<file path="src/rtl/mem_access_ctrl_pkg.sv">
// Shared definitions for the byte-serial memory access controller.
//   - access size codes as carried on the size port
//   - controller FSM state encoding
//   - byte_count(): bytes moved per access size
//   - req_invalid(): reserved-size / misalignment rejection rule
package mem_access_ctrl_pkg;

  localparam logic [1:0] SZ_WORD = 2'b00;
  localparam logic [1:0] SZ_BYTE = 2'b01;
  localparam logic [1:0] SZ_HALF = 2'b10;
  localparam logic [1:0] SZ_RSVD = 2'b11;

  typedef enum logic [1:0] {
    IDLE = 2'd0,
    XFER = 2'd1,
    RESP = 2'd2
  } state_t;

  function automatic logic [2:0] byte_count(input logic [1:0] size);
    case (size)
      SZ_WORD: byte_count = 3'd4;
      SZ_HALF: byte_count = 3'd2;
      default: byte_count = 3'd1;
    endcase
  endfunction

  function automatic logic req_invalid(input logic [1:0] size, input logic [1:0] addr_lo);
    req_invalid = (size == SZ_RSVD) ||
                  (size == SZ_WORD && addr_lo != 2'b00) ||
                  (size == SZ_HALF && addr_lo[0]);
  endfunction

endpackage

</file>
<file path="src/rtl/mem_load_extend.sv">
// Load data extension.
//   raw  : assembled load data, right-justified
//   size : access size code
//   sign : 1 = sign-extend byte/halfword, 0 = zero-extend
//   data : extended 32-bit result (word passes through)
module mem_load_extend
  import mem_access_ctrl_pkg::*;
(
  input  logic [31:0] raw,
  input  logic [1:0]  size,
  input  logic        sign,
  output logic [31:0] data
);

  always_comb begin
    data = raw;
    case (size)
      SZ_BYTE: data = {{24{sign & raw[7]}}, raw[7:0]};
      SZ_HALF: data = {{16{sign & raw[15]}}, raw[15:0]};
      default: data = raw;
    endcase
  end

endmodule

</file>
<file path="src/rtl/mem_access_ctrl.sv">
// Byte-serial memory access controller.
// Turns one word/halfword/byte pipeline request into N single-byte memory
// cycles, big-endian (MSB at lowest address), and assembles load data.
//   clk, reset          : clock, async active-high reset
//   req, rw, size, sign : request, direction (1=write), size code, load sign
//   addr, wdata         : byte address, right-justified store data
//   busy, done, err     : in-progress, completion pulse, rejection pulse
//   rdata               : last completed load result
//   mem_en, mem_rw, mem_addr, mem_wdata, mem_rdata : byte memory port
module mem_access_ctrl
  import mem_access_ctrl_pkg::*;
(
  input  logic        clk,
  input  logic        reset,
  input  logic        req,
  input  logic        rw,
  input  logic [1:0]  size,
  input  logic        sign,
  input  logic [31:0] addr,
  input  logic [31:0] wdata,
  output logic        busy,
  output logic        done,
  output logic        err,
  output logic [31:0] rdata,
  output logic        mem_en,
  output logic        mem_rw,
  output logic [31:0] mem_addr,
  output logic [7:0]  mem_wdata,
  input  logic [7:0]  mem_rdata
);

  state_t      state;
  logic        rw_r;
  logic        sign_r;
  logic [1:0]  size_r;
  logic [31:0] addr_r;
  logic [31:0] wdata_r;
  logic [1:0]  k;        // current byte index
  logic [1:0]  last;     // N-1
  logic [1:0]  lane;     // buffer/data lane for byte k: N-1-k
  logic [31:0] asm_buf;
  logic [31:0] asm_next;
  logic [31:0] ext_data;

  function automatic logic [7:0] pick_byte(input logic [31:0] w, input logic [1:0] ln);
    pick_byte = w[8*ln +: 8];
  endfunction

  // asm_next includes the byte arriving this cycle so the final load result
  // can be registered on the same edge that leaves XFER.
  always_comb begin
    lane     = last - k;
    asm_next = asm_buf;
    asm_next[8*lane +: 8] = mem_rdata;
  end

  mem_load_extend u_ext (
    .raw  (asm_next),
    .size (size_r),
    .sign (sign_r),
    .data (ext_data)
  );

  always_ff @(posedge clk or posedge reset) begin
    if (reset) begin
      state     <= IDLE;
      rw_r      <= 1'b0;
      sign_r    <= 1'b0;
      size_r    <= '0;
      addr_r    <= '0;
      wdata_r   <= '0;
      k         <= '0;
      last      <= '0;
      asm_buf   <= '0;
      busy      <= 1'b0;
      done      <= 1'b0;
      err       <= 1'b0;
      rdata     <= '0;
      mem_en    <= 1'b0;
      mem_rw    <= 1'b0;
      mem_addr  <= '0;
      mem_wdata <= '0;
    end else begin
      case (state)
        IDLE: begin
          done <= 1'b0;
          err  <= 1'b0;
          if (req) begin
            rw_r    <= rw;
            size_r  <= size;
            sign_r  <= sign;
            addr_r  <= addr;
            wdata_r <= wdata;
            k       <= '0;
            last    <= 2'(byte_count(size) - 3'd1);
            asm_buf <= '0;
            busy    <= 1'b1;
            if (req_invalid(size, addr[1:0])) begin
              state <= RESP;
              done  <= 1'b1;
              err   <= 1'b1;
            end else begin
              // Memory outputs are registered, so byte 0 is presented here.
              state     <= XFER;
              mem_en    <= 1'b1;
              mem_rw    <= rw;
              mem_addr  <= addr;
              mem_wdata <= rw ? pick_byte(wdata, 2'(byte_count(size) - 3'd1)) : '0;
            end
          end
        end

        XFER: begin
          if (!rw_r) asm_buf <= asm_next;
          if (k == last) begin
            state     <= RESP;
            done      <= 1'b1;
            mem_en    <= 1'b0;
            mem_rw    <= 1'b0;
            mem_addr  <= '0;
            mem_wdata <= '0;
            if (!rw_r) rdata <= ext_data;
          end else begin
            k         <= k + 2'd1;
            mem_addr  <= addr_r + 32'(k) + 32'd1;
            mem_wdata <= rw_r ? pick_byte(wdata_r, lane - 2'd1) : '0;
          end
        end

        RESP: begin
          state <= IDLE;
          busy  <= 1'b0;
          done  <= 1'b0;
          err   <= 1'b0;
        end

        default: begin
          state <= IDLE;
          busy  <= 1'b0;
          done  <= 1'b0;
          err   <= 1'b0;
        end
      endcase
    end
  end

endmodule

</file>
<file path="config.mk">
export PLATFORM = sky130hd
export DESIGN_NAME = mem_access_ctrl
export DESIGN_NICKNAME = d
export VERILOG_FILES = /design/src/rtl/mem_access_ctrl_pkg.sv /design/src/rtl/mem_load_extend.sv /design/src/rtl/mem_access_ctrl.sv
export SDC_FILE = /design/constraint.sdc
export NUM_CORES = 1
export LEC_CHECK = 0
export CORE_MARGIN = 4
export CORE_UTILIZATION = 35
export DETAILED_ROUTE_END_ITERATION = 7
export PLACE_DENSITY = 0.62
export SLEW_MARGIN = 20
export SYNTH_ARGS = -nofsm -noshare
export SYNTH_HDL_FRONTEND = slang
export SYNTH_SLANG_ARGS = --single-unit
export TNS_END_PERCENT = 10
</file>
<file path="constraint.sdc">
create_clock -name clk -period 5.65 [get_ports clk]
set_clock_uncertainty 0.15 [all_clocks]
set_input_delay 0.565 -clock clk [delete_from_list [all_inputs] [get_ports clk]]
set_output_delay 0.565 -clock clk [all_outputs]
set_load 0.01 [all_outputs]
</file>
==> flow_summary.json <==
{
  "cp_slowest_cell": "nor3b_1",
  "path_cells": "ha_1 -> inv_1 -> ha_1 -> nor3b_1 -> nand2_1 -> o21ai_0 -> nand2_1 -> a21oi_1",
  "synth-edff-count": 0,
  "hp-start": "wdata_r[2]",
  "layout.nets": 1138,
  "fin_area_um2": 11000,
  "grt_overflow_total": 0,
  "hold_path_depth": 2,
  "vias_per_cell": 5.30,
  "clock-root-buffer": "clkbuf_16",
  "max_freq_mhz": 269,
  "rsz0062_at_grt": "false",
  "crit_type": "reg2reg",
  "yosysSeqAreaShare_pct": 50.8,
  "ioPinCount": 156,
  "ys.warnings.count": 0,
  "post-route-util_pct": 45.4,
  "synth_seq_cells": 175,
  "synth_top_cell_by_area": "dfrtp_1",
  "holdPathEnd": "wdata_r[2]",
  "cp-end-kind": "register",
  "dp.final_hpwl_mm": 17.3,
  "yosys-top-cells-area": "dfrtp_1 51%, nand2_1 11%, o21ai_0 3.2%",
  "cap_violations": 0,
  "die_x_um": 165,
  "cp.depth": 8,
  "grt_util_all_layers_pct": 19.0,
  "slew_headroom_pct": 33.7,
  "period_share_pct": 65.8,
  "reg2reg_to": "rdata[28]",
  "port_buffers": 155,
  "yosysUniqueCellTypes": 64,
  "total_leakage_power_nw": 4.64,
  "place.gp.congestion": 0.790,
  "critical-path-top-delay-family": "adder cells",
  "wl_per_cell_um": 18.1,
  "final-setup-viol-count": 0,
  "synthFlopType": "dfrtp_1",
  "cts-resized-gates": 0,
  "cp_max_fo": 24,
  "drv_slew": 0,
  "totalWireLength_mm": 25.2,
  "antenna_found_initial": 0,
  "die_y_um": 165,
  "crit_start": "k[0]",
  "synth_nets": 1015,
  "rr_worst_depth": 8,
  "avgSynthCellArea_um2": 9.28,
  "drc_errors": 0,
  "num_antenna_cells": 0,
  "cts_buffers": 17,
  "antenna_left": 0,
  "crit_buf_inv": 1,
  "coreArea_um2": 24200,
  "initial_core_util_pct": 35.5,
  "grt_pass1_wl_mm": 40.7,
  "cts_sinks": 175,
  "cp.required_ns": 5.86,
  "cpPeakStageDelay_ns": 0.83,
  "timing.rr.start": "k[0]",
  "cts_tree": "done",
  "rrSetupSlack_ns": 1.93,
  "post_cts_buffers": 0,
  "grt_max_degree": 109,
  "path_clk_slew_ns": 0.07,
  "row_count": 57,
  "power_density_nw_per_um2": 590,
  "first_pass_iters": 5,
  "dpl-instance-area_um2": 10400,
  "cts.htree.levels": 4,
  "postSynthCellCount": 928,
  "drive_gt1_share_pct": 6.48,
  "netlist_top_cells_count": "262 x nand2_1, 175 x dfrtp_1, 55 x o21ai_0, 43 x nor2_1",
  "cp-start-kind": "register",
  "yosysMostFrequentCell": "nand2_1",
  "vias": 7354,
  "setup_tns_ns": 0,
  "clock_path_buffers": 2,
  "clock_latency_ns": 0.43,
  "outcome": "complete, no violations",
  "async_flop_share_pct": 100,
  "tightest_slew_ns": 0.992,
  "hold_path_class": "reg2reg",
  "period_minus_slack_ns": 3.72,
  "syn_area_um2": 8610,
  "postCtsHoldBufs": 0,
  "drtIter0Drc": 546,
  "vdd_ir_drop_max_uv": 396,
  "yosysTopAreaCellShare_pct": 50.8,
  "hold_violations": 0,
  "syn_to_final_growth_pct": 27.7,
  "cp.arrival_ns": 3.92,
  "die_area_um2": 27200,
  "first_global_vias": 7445
}
-- metal layers --
layer	up-vias	track usage (%)	share of wire, %
met5	-	0	0
met4	0	6.31	1.8
met3	30	3.27	5.5
met2	244	28.9	46
met1	3609	27.6	47
li1	3471	-	-
-- tightest hold or removal path, delay by kind of cell (launching register included) --
| kind | cells | cell delay (ns) |
|---|---|---|
| flip-flops | 1 | 0.34 |
| AND/OR/NAND/NOR | 2 | 0.10 |
-- sequential cells by signal (all words and copies together), names as in the netlist, 2 cells and up --
name / flops
addr_r: 32
asm_buf: 24
k: 2
last: 2
mem_addr: 32
mem_wdata: 8
rdata: 32
size_r: 2
state: 2
wdata_r: 32
-- stage by stage --
| step | cells | hold WS (ns) | setup WS (ns) | power (W) |
|---|---|---|---|---|
| final | 1388 | 0.325 | 1.93 | 0.00649 |
| after global routing | 1388 | 0.344 | 1.47 | 0.00697 |
| after CTS | 1388 | 0.325 | 1.87 | 0.00656 |
| after detailed placement | 1356 | 0.307 | 1.86 | 0.00534 |
| after global placement | 1356 | 0.303 | 2.04 | 0.00527 |
| after floorplan | 928 | 0.288 | 0.190 | 0.00411 |
-- report_power, final --
group	total [W]	switching (W)	internal [W]	leakage, nW
clock	0.00119	0.000560	0.000633	0.287
combinational	0.00298	0.00162	0.00136	2.18
sequential	0.00232	0.000497	0.00182	2.18
-- kinds of logic after synthesis --
| kind of cell | synth area share (%) |
|---|---|
| simple gates | 21.4 |
| compound gates | 17.0 |
| flops | 50.8 |
| buf+inv | 3.85 |
| xor+xnor | 2.43 |
| mux | 3.25 |
| fa+ha+maj | 1.25 |
-- worst max-delay path by stage --
stage / to / slack, ns
floorplan: addr_r[0] / 0.19
global placement: rdata[17] / 2.04
detailed placement: rdata[19] / 1.86
CTS: rdata[19] / 1.87
global route: rdata[28] / 1.47
finish: rdata[28] / 1.93
-- layout make-up --
cell class | count | area, um2
clock buffer | 17 | 425
clock inverter | 15 | 165
fill | 2351 | 13200
inverter | 22 | 87.6
multi-input combinational | 673 | 3920
sequential | 175 | 4380
tap | 324 | 405
timing repair buffer | 162 | 1620
-- placed cells by master, fill, tap and decap left out, types with 7 or more instances in the layout --
| cell | Yosys | layout |
|---|---|---|
| nand2_1 | 262 | 261 |
| dfrtp_1 | 175 | 175 |
| clkdlybuf4s50_1 | 0 | 155 |
| o21ai_0 | 55 | 55 |
| nand3_1 | 41 | 41 |
| nor2_1 | 43 | 41 |
| a21oi_1 | 24 | 24 |
| inv_1 | 21 | 20 |
| a22o_1 | 20 | 20 |
| xnor2_1 | 19 | 19 |
| a22oi_1 | 17 | 17 |
| clkbuf_16 | 0 | 17 |
| o211ai_1 | 13 | 13 |
| a31oi_1 | 12 | 12 |
| o31a_1 | 10 | 10 |
| mux2i_1 | 10 | 10 |
| nor2b_1 | 9 | 9 |
| o21a_1 | 9 | 9 |
| a21boi_0 | 9 | 9 |
| nor4_1 | 8 | 8 |
| nor3_1 | 9 | 8 |
| a221oi_1 | 8 | 8 |
| o22a_1 | 8 | 8 |
| mux4_2 | 8 | 8 |
| nand2b_1 | 7 | 7 |
| and3_1 | 7 | 7 |
| ha_1 | 7 | 7 |
Note: power is estimated with default switching activity, not from simulation.
